--- src/rtl/hit_event_ctrl.sv ---
// Per-frame collision arbiter: collects sticky shot/ship overlaps during a frame and,
// at frame end, serialises one scored hit per asteroid into the score box add/sum interface.
module hit_event_ctrl #(
    parameter int N_AST     = 8,
    parameter int SUM_W     = 8,
    parameter int V_END     = 480,
    parameter int PTS_LARGE = 20,
    parameter int PTS_MED   = 50,
    parameter int PTS_SMALL = 100
) (
    input  logic                 clk,
    input  logic                 resetN,
    input  logic                 enable,
    input  logic [31:0]          pxl_x,
    input  logic [31:0]          pxl_y,
    input  logic                 draw_shot,
    input  logic                 draw_ship,
    input  logic [N_AST-1:0]     draw_ast,
    input  logic [2*N_AST-1:0]   ast_size,
    output logic                 add,
    output logic [SUM_W-1:0]     sum,
    output logic [N_AST-1:0]     ast_hit,
    output logic                 shot_hit,
    output logic                 ship_hit,
    output logic                 busy
);

    typedef enum logic {COLLECT, DISPATCH} state_t;

    localparam logic [31:0] V_END_W = 32'(V_END);

    state_t                 state_reg, state_next;
    logic [31:0]            prev_y_reg;
    logic [N_AST-1:0]       shot_col_reg, shot_col_next;
    logic                   ship_col_reg, ship_col_next;
    logic [N_AST-1:0]       pend_reg, pend_next;
    logic [2*N_AST-1:0]     size_q_reg, size_q_next;
    logic                   first_reg, first_next;
    logic                   add_reg, add_next;
    logic [SUM_W-1:0]       sum_reg, sum_next;
    logic [N_AST-1:0]       ast_hit_reg, ast_hit_next;
    logic                   shot_hit_reg, shot_hit_next;
    logic                   ship_hit_reg, ship_hit_next;

    logic                   frame_tick;
    logic [N_AST-1:0]       sel;
    logic [N_AST-1:0][SUM_W-1:0] pts_tab;
    logic [N_AST-1:0]       pts_valid;
    logic [SUM_W-1:0]       sum_sel;
    logic                   add_sel;

    // Horizontal position plays no part in collision timing; kept for a uniform port list.
    logic unused_pxl_x;
    assign unused_pxl_x = ^pxl_x;

    assign frame_tick = (pxl_y == V_END_W) && (prev_y_reg != V_END_W);

    // Two's-complement trick isolates the lowest pending asteroid.
    assign sel = pend_reg & (~pend_reg + N_AST'(1));

    generate
        for (genvar gi = 0; gi < N_AST; gi++) begin : g_pts
            logic [1:0] code;
            assign code = size_q_reg[2*gi +: 2];
            assign pts_tab[gi] = (code == 2'd0) ? SUM_W'(PTS_LARGE) :
                                 (code == 2'd1) ? SUM_W'(PTS_MED)   :
                                 (code == 2'd2) ? SUM_W'(PTS_SMALL) : '0;
            assign pts_valid[gi] = (code != 2'd3);
        end
    endgenerate

    always_comb begin
        sum_sel = '0;
        for (int i = 0; i < N_AST; i++) begin
            if (sel[i]) begin
                sum_sel = sum_sel | pts_tab[i];
            end
        end
        add_sel = |(sel & pts_valid);
    end

    always_comb begin
        state_next    = state_reg;
        shot_col_next = shot_col_reg;
        ship_col_next = ship_col_reg;
        pend_next     = pend_reg;
        size_q_next   = size_q_reg;
        first_next    = first_reg;
        add_next      = 1'b0;
        sum_next      = '0;
        ast_hit_next  = '0;
        shot_hit_next = 1'b0;
        ship_hit_next = 1'b0;

        // Overlap seen on the tick cycle itself belongs to the next frame.
        if (!enable) begin
            shot_col_next = '0;
            ship_col_next = 1'b0;
        end else if (frame_tick) begin
            shot_col_next = {N_AST{draw_shot}} & draw_ast;
            ship_col_next = draw_ship & (|draw_ast);
        end else begin
            shot_col_next = shot_col_reg | ({N_AST{draw_shot}} & draw_ast);
            ship_col_next = ship_col_reg | (draw_ship & (|draw_ast));
        end

        if (state_reg == DISPATCH) begin
            pend_next     = pend_reg & ~sel;
            add_next      = add_sel;
            sum_next      = sum_sel;
            ast_hit_next  = sel;
            shot_hit_next = first_reg;
            first_next    = 1'b0;
        end

        if (enable && frame_tick) begin
            pend_next     = pend_next | shot_col_reg;
            size_q_next   = ast_size;
            ship_hit_next = ship_col_reg;
        end

        case (state_reg)
            COLLECT: begin
                if (pend_next != '0) begin
                    state_next = DISPATCH;
                    first_next = 1'b1;
                end
            end
            DISPATCH: begin
                if (pend_next == '0) begin
                    state_next = COLLECT;
                end
            end
            default: state_next = COLLECT;
        endcase
    end

    always_ff @(posedge clk or negedge resetN) begin
        if (!resetN) begin
            state_reg    <= COLLECT;
            prev_y_reg   <= '0;
            shot_col_reg <= '0;
            ship_col_reg <= 1'b0;
            pend_reg     <= '0;
            size_q_reg   <= '0;
            first_reg    <= 1'b0;
            add_reg      <= 1'b0;
            sum_reg      <= '0;
            ast_hit_reg  <= '0;
            shot_hit_reg <= 1'b0;
            ship_hit_reg <= 1'b0;
        end else begin
            state_reg    <= state_next;
            prev_y_reg   <= pxl_y;
            shot_col_reg <= shot_col_next;
            ship_col_reg <= ship_col_next;
            pend_reg     <= pend_next;
            size_q_reg   <= size_q_next;
            first_reg    <= first_next;
            add_reg      <= add_next;
            sum_reg      <= sum_next;
            ast_hit_reg  <= ast_hit_next;
            shot_hit_reg <= shot_hit_next;
            ship_hit_reg <= ship_hit_next;
        end
    end

    assign add      = add_reg;
    assign sum      = sum_reg;
    assign ast_hit  = ast_hit_reg;
    assign shot_hit = shot_hit_reg;
    assign ship_hit = ship_hit_reg;
    assign busy     = (state_reg == DISPATCH);

endmodule

--- config.mk ---
export PLATFORM = sky130hd
export DESIGN_NAME = hit_event_ctrl
export DESIGN_NICKNAME = d
export VERILOG_FILES = /design/src/rtl/hit_event_ctrl.sv
export SDC_FILE = /design/constraint.sdc
export NUM_CORES = 1
export LEC_CHECK = 0
export CAP_MARGIN = 20
export CORE_MARGIN = 1
export CORE_UTILIZATION = 40
export CTS_BUF_LIST = sky130_fd_sc_hd__clkbuf_8
export DETAILED_ROUTE_END_ITERATION = 12
export PLACE_DENSITY = 0.69
export SLEW_MARGIN = 10
export SYNTH_ARGS = -nofsm -noshare
export SYNTH_HDL_FRONTEND = slang
export SYNTH_SLANG_ARGS = --single-unit
--- constraint.sdc ---
create_clock -name clk -period 2.38 [get_ports clk]
set_clock_uncertainty 0.1 [all_clocks]
set_input_delay 0.476 -clock clk [delete_from_list [all_inputs] [get_ports clk]]
set_output_delay 0.476 -clock clk [all_outputs]
set_load 0.05 [all_outputs]
=== After elaboration in Yosys (flattened, before gate mapping) ===
Index checks and enable logic that the tools add are counted.

* $add $sub $neg: 1
* Equality and inequality tests: 26
* Muxes and demuxes: 49
* Bitwise operators: 18
* Reduce and logical (&&, ||, !) cells: 14

{| class="wikitable"
|+ Operator list
! cell !! count
|-
| 2-to-1 mux 7 bit || 26
|-
| 2-to-1 mux 8 bit || 12
|-
| OR 8 x 7 -> 8 bit || 6
|-
| AND 8 bit || 4
|-
| equality test 32 x 9 -> 1 bit, second input constant || 1
|-
| != test 32 x 9 -> 1 bit, second input constant || 1
|-
| equality test 2 x 1 -> 1 bit, second input constant || 8
|-
| equality test 2 bit, second input constant || 8
|-
| zero test 2 bit || 8
|-
| != test 2 bit, second input constant || 8
|-
| inverter 8 bit || 2
|-
| OR 8 bit || 2
|-
| OR reduction 8 bit || 2
|-
| 2-to-1 mux 1 bit || 10
|-
| adder 8 x 1 -> 8 bit, second input constant || 1
|-
| zero test 8 bit || 1
|-
| nonzero test 8 bit || 1
|-
| OR 7 bit || 1
|-
| logical AND 1 bit || 2
|-
| case mux 1 bit (2 select lines) || 1
|-
| AND 1 bit || 1
|-
| inverter 1 bit || 1
|-
| OR 1 bit || 1
|}

* Register bits: 86
* Input port bits: 93
* Word-level logic and storage cells: 120

=== Longest topological paths before layout ===
Gate-level depths: netlist of run 1.

* Word-level depth: 20
* Gate-level depth with buffers: 7
* Depth with buffers taken out: 7

=== Least setup slack after synthesis of run 1 ===
Ideal clock, no wire load.

* Path type: register to register
* Start: register state_reg, in the netlist busy
* End: register first_reg
* Library setup time: 0.133 ns
* Arrival time: 2.006 ns
* Data required time: 2.147 ns
* Slack: 0.140 ns
* Stages on the path, launching flop included: 7
* Clock period less this slack: 2.240 ns
* Cells stage by stage: dfrtp_1 -> or4b_4 -> or3_1 -> buf_6 -> a211oi_2 -> o22a_2 -> a31oi_1

* Longest elaborated chain between the ends: 6
* Elaborated cells between the ends (all ways): 7
* Classes of those cells: mux (5); bitwise (1); reduce/logical (1)

{| class="wikitable"
|+ RTL lines
! what !! line !! text
|-
| from (decl) || 32 || <nowiki>state_t state_reg, state_next;</nowiki>
|-
| from (signal assigned) || 153 || <nowiki>state_reg <= state_next;</nowiki>
|-
| 2-to-1 mux 8 bit || 107 || <nowiki>if (state_reg == DISPATCH) begin</nowiki>
|-
| OR 8 bit || 117 || <nowiki>pend_next = pend_next | shot_col_reg;</nowiki>
|-
| 2-to-1 mux 8 bit || 116 || <nowiki>if (enable && frame_tick) begin</nowiki>
|-
| nonzero test 8 bit || 124 || <nowiki>if (pend_next != '0) begin</nowiki>
|-
| 2-to-1 mux 1 bit || 124 ||
|-
| 2-to-1 mux 1 bit * || 122 || <nowiki>case (state_reg)</nowiki>
|-
| named net first_next || 38 || <nowiki>logic first_reg, first_next;</nowiki>
|-
| to (signal assigned) || 159 || <nowiki>first_reg <= first_next;</nowiki>
|-
| to (decl) || 38 ||
|}

The timed path passes the listed nets; every way through them passes the cells marked *.
A chain may end at the register's enable or synchronous reset.

=== Final worst setup path of run 1 ===
* Start: register state_reg, in the netlist busy
* End: output busy

{| class="wikitable"
|+ RTL lines
! what !! line !! text
|-
| to (decl) || 25 || <nowiki>output logic busy</nowiki>
|}

No word-level cell between the ends.

==> metrics, run 1 <==
VDD IR max=314 µV; vias in the first global route=between 2000 and 3000; die boundary width=99.4 µm; Sequential cell area=0.00208 mm²; Period minus WS final=around 2.3 ns; routed len/inst=14.6 µm; average size of a mapped cell=11.9 µm²; Internal Pwr Total=about 2.0 mW; number of enable flip-flop cells after synthesis=0; net switching component of the power=0.687 mW; max cap viols=0; CTS sink cnt=between 80 and 90; PD cells=approximately 530 mW/mm²; Post-Synthesis Cell Area=0.00379 mm²; GPL Wtd Cong=roughly 0.89; asr flop ratio synth=1.00; largest family of logic cells by synthesized area=compound AO/OA/AOI/OAI gates; antenna violations before repair=0; DR WL met3=378 µm; top-area cell type share of the netlist area=0.548; Post-CTS Setup Repair Bufs=0; Largest register FFs=32; Core Area=0.00920 mm²; DR iter-0 viols=slightly above 100; power share of the clock group=0.381; Post-route DRC=0; die area=0.00987 mm²; clock transition at the registers of the reported paths=0.10 ns; period utilization=0.960; Placed Cells=516; Multi-input gate area=0.00153 mm²; Lkg Pwr=2.25 nW; top fanout value on the critical path=11; unrepaired setup endpoints after global routing=no; via count=2752; combinational power share=0.071; total power=2.67 mW; multiplexer area fraction after synthesis=0.0475; GRT Total Usage=0.172; Post-DRT Antenna Nets=0; status=finished, violations left; final worst slack=0.0957 ns; Arr. time, crit path=1.71 ns; first-pass GRT wire length=between 10000 and 15000 µm; Critical Path Start Type=flip-flop; antenna cells=0; routed wire length=about 7800 µm; DR WL met2=3920 µm; Layout Nets=approximately 540; FMAX=approximately 440 MHz; hold buffer count at CTS=0; post-synth top area cell=dfrtp_1; CP top delay family=buffers and inverters; Synth Area in Simple Gates=0.121; H-tree levels=3; Port Buf Inserts=77; CTS tree=yes; failing checks=hold timing; Starting Density=0.412; crit path cell chain=buf_4, clkdlybuf4s50_1; synth unique cells=57; Post-Synth Adder-Cell Area=0.106; Seq pwr share=0.548; Longest Clk Path Bufs=2; Compound-Gate Fraction of Synth Area=0.128; most frequently used flop master after synthesis=dfrtp_1; combined buffer and inverter count along the critical path=2; Avg Vias per Cell=5.17; Setup crit end kind=output port; Setup Crit Path Kind=flip-flop to output port; Slowest cell on crit path=clkdlybuf4s50_1; Fill cells=777; Seq/Total Area, Yosys=0.548; PostCTS Resize Cnt=0; Slew headroom=0.642; Core Rows=35; Post-Synth XOR/XNOR Area=0; max-slew violations=0; Met1 Wirelength=3330 µm; largest net degree at the start of global routing=43; Core Util, Final=0.547; dpl ws=-0.223 ns; non-filler cells, final=approximately 530; area grow syn2layout=32.7%; grt total ovfl=0; worst skew pair latency=0.36 ns; root buffer selected by CTS=clkbuf_8; final hold viol count=6; Synthesis Warnings=0; Req. time, crit path=1.80 ns; ranking of synthesized cells by area=dfrtp_1 55%, ha_1 11%, mux2_2 4.2%, a22oi_1 3.4%, inv_1 2.8%; ratio of cells with drive above 1 in the final layout=0.147; top sig layer=met4; worst slew pin tran=0.536 ns; Die Height=99.4 µm; type of the tightest min-delay check=input port to asynchronous set/reset pin; DR pass1 iterations=5; Synth Instances=318; Yosys reg bits=between 80 and 90; highest-count cells in the layout ignoring fill and taps=83 x dfrtp_1, 76 x clkdlybuf4s50_1, 32 x ha_1; commonest non-fill, non-tap cell in the layout=dfrtp_1; Switching Share=0.258; Largest stage delay, worst path=0.82 ns; dpl hpwl=5930 µm; Setup Viol. Count Final=0; hold slack=-0.0167 ns; Ports=113; CTS buffer count=9
## area by class of cell
type,count,area share
Tap cell,111,0.0276
Sequential cell,83,0.413
Timing Repair Buffer,101,0.193
Clock inverter,7,0.0162
Inverter,28,0.0209
Multi-Input combinational cell,193,0.305
Clock buffer,9,0.0246
## cells by family (layout without fill, tap and decap cells)
kind of cell,after synthesis,in the layout
AOI/OAI and AO/OA,66,66
DFF,83,83
adders and majority gates,32,32
other,1,3
buffers and inverters,44,145
and+or+nand+nor,76,76
muxes,16,16
## routing by layer
metal,up-vias,track usage
met3,12,0.0471
met4,0,0.0600
li1,1330,-
met1,1343,0.211
met2,67,0.294
met5,-,0
## synthesized netlist by cell type, types with 3 or more instances
cell type / n
and3_1: 3
clkbuf_1: 8
or3_1: 3
inv_1: 28
a21oi_1: 5
nor2b_1: 3
nor2_1: 20
o21ai_0: 12
buf_2: 3
nor4_1: 15
ha_1: 32
a22oi_1: 17
nor4b_1: 4
a221oi_1: 3
dfrtp_1: 83
buf_4: 3
nand2_1: 9
a22o_1: 6
mux2_2: 14
## path summary, 6_finish.rpt
path                       slack, ns  depth (start not counted)             end         start
max                              0.1                          2            busy          busy
min                            -0.02                          1  size_q_reg[14]        resetN
max reg2reg                     0.21                          5             add   pend_reg[3]
min reg2reg                     0.39                          1        ship_hit  ship_col_reg
max in group asynchronous       1.58                          2     pend_reg[3]        resetN
min in group clk                0.39                          1        ship_hit  ship_col_reg
## per-stage QoR
step / hold WS, ns / TNS, ns / instance area [µm²]
global route: 0.0261 / 0 / 5030
finish: -0.0167 / 0 / 5030
global placement: 0.365 / -5.18 / 4830
CTS: 0.0101 / 0 / 5030
detailed placement: 0.371 / -5.98 / 4830
floorplan: 0.0804 / 0 / 3800
## power by group through the flow
stage          combinational [mW]  sequential [mW]  clock, mW
2_1_floorplan              0.0408             1.49          0
4_1_cts                     0.195             1.46       1.04
6_report                    0.190             1.46       1.02
3_3_place_gp                0.191             1.49          0
3_5_place_dp                0.194             1.49          0
5_1_grt                     0.210             1.47       1.10
No activity file was read; power rests on OpenSTA's default activity.
==> run 2: changes to the inputs <==
--- a/config.mk
+++ b/config.mk
@@ -9,6 +9,7 @@
 export CORE_MARGIN = 1
 export CORE_UTILIZATION = 40
 export CTS_BUF_LIST = sky130_fd_sc_hd__clkbuf_8
+export CTS_CLUSTER_SIZE = 24
 export DETAILED_ROUTE_END_ITERATION = 12
 export PLACE_DENSITY = 0.69
 export SLEW_MARGIN = 10
==> results of run 2 <==
The final DEF is identical to that of run 1; final timing and power are the same.
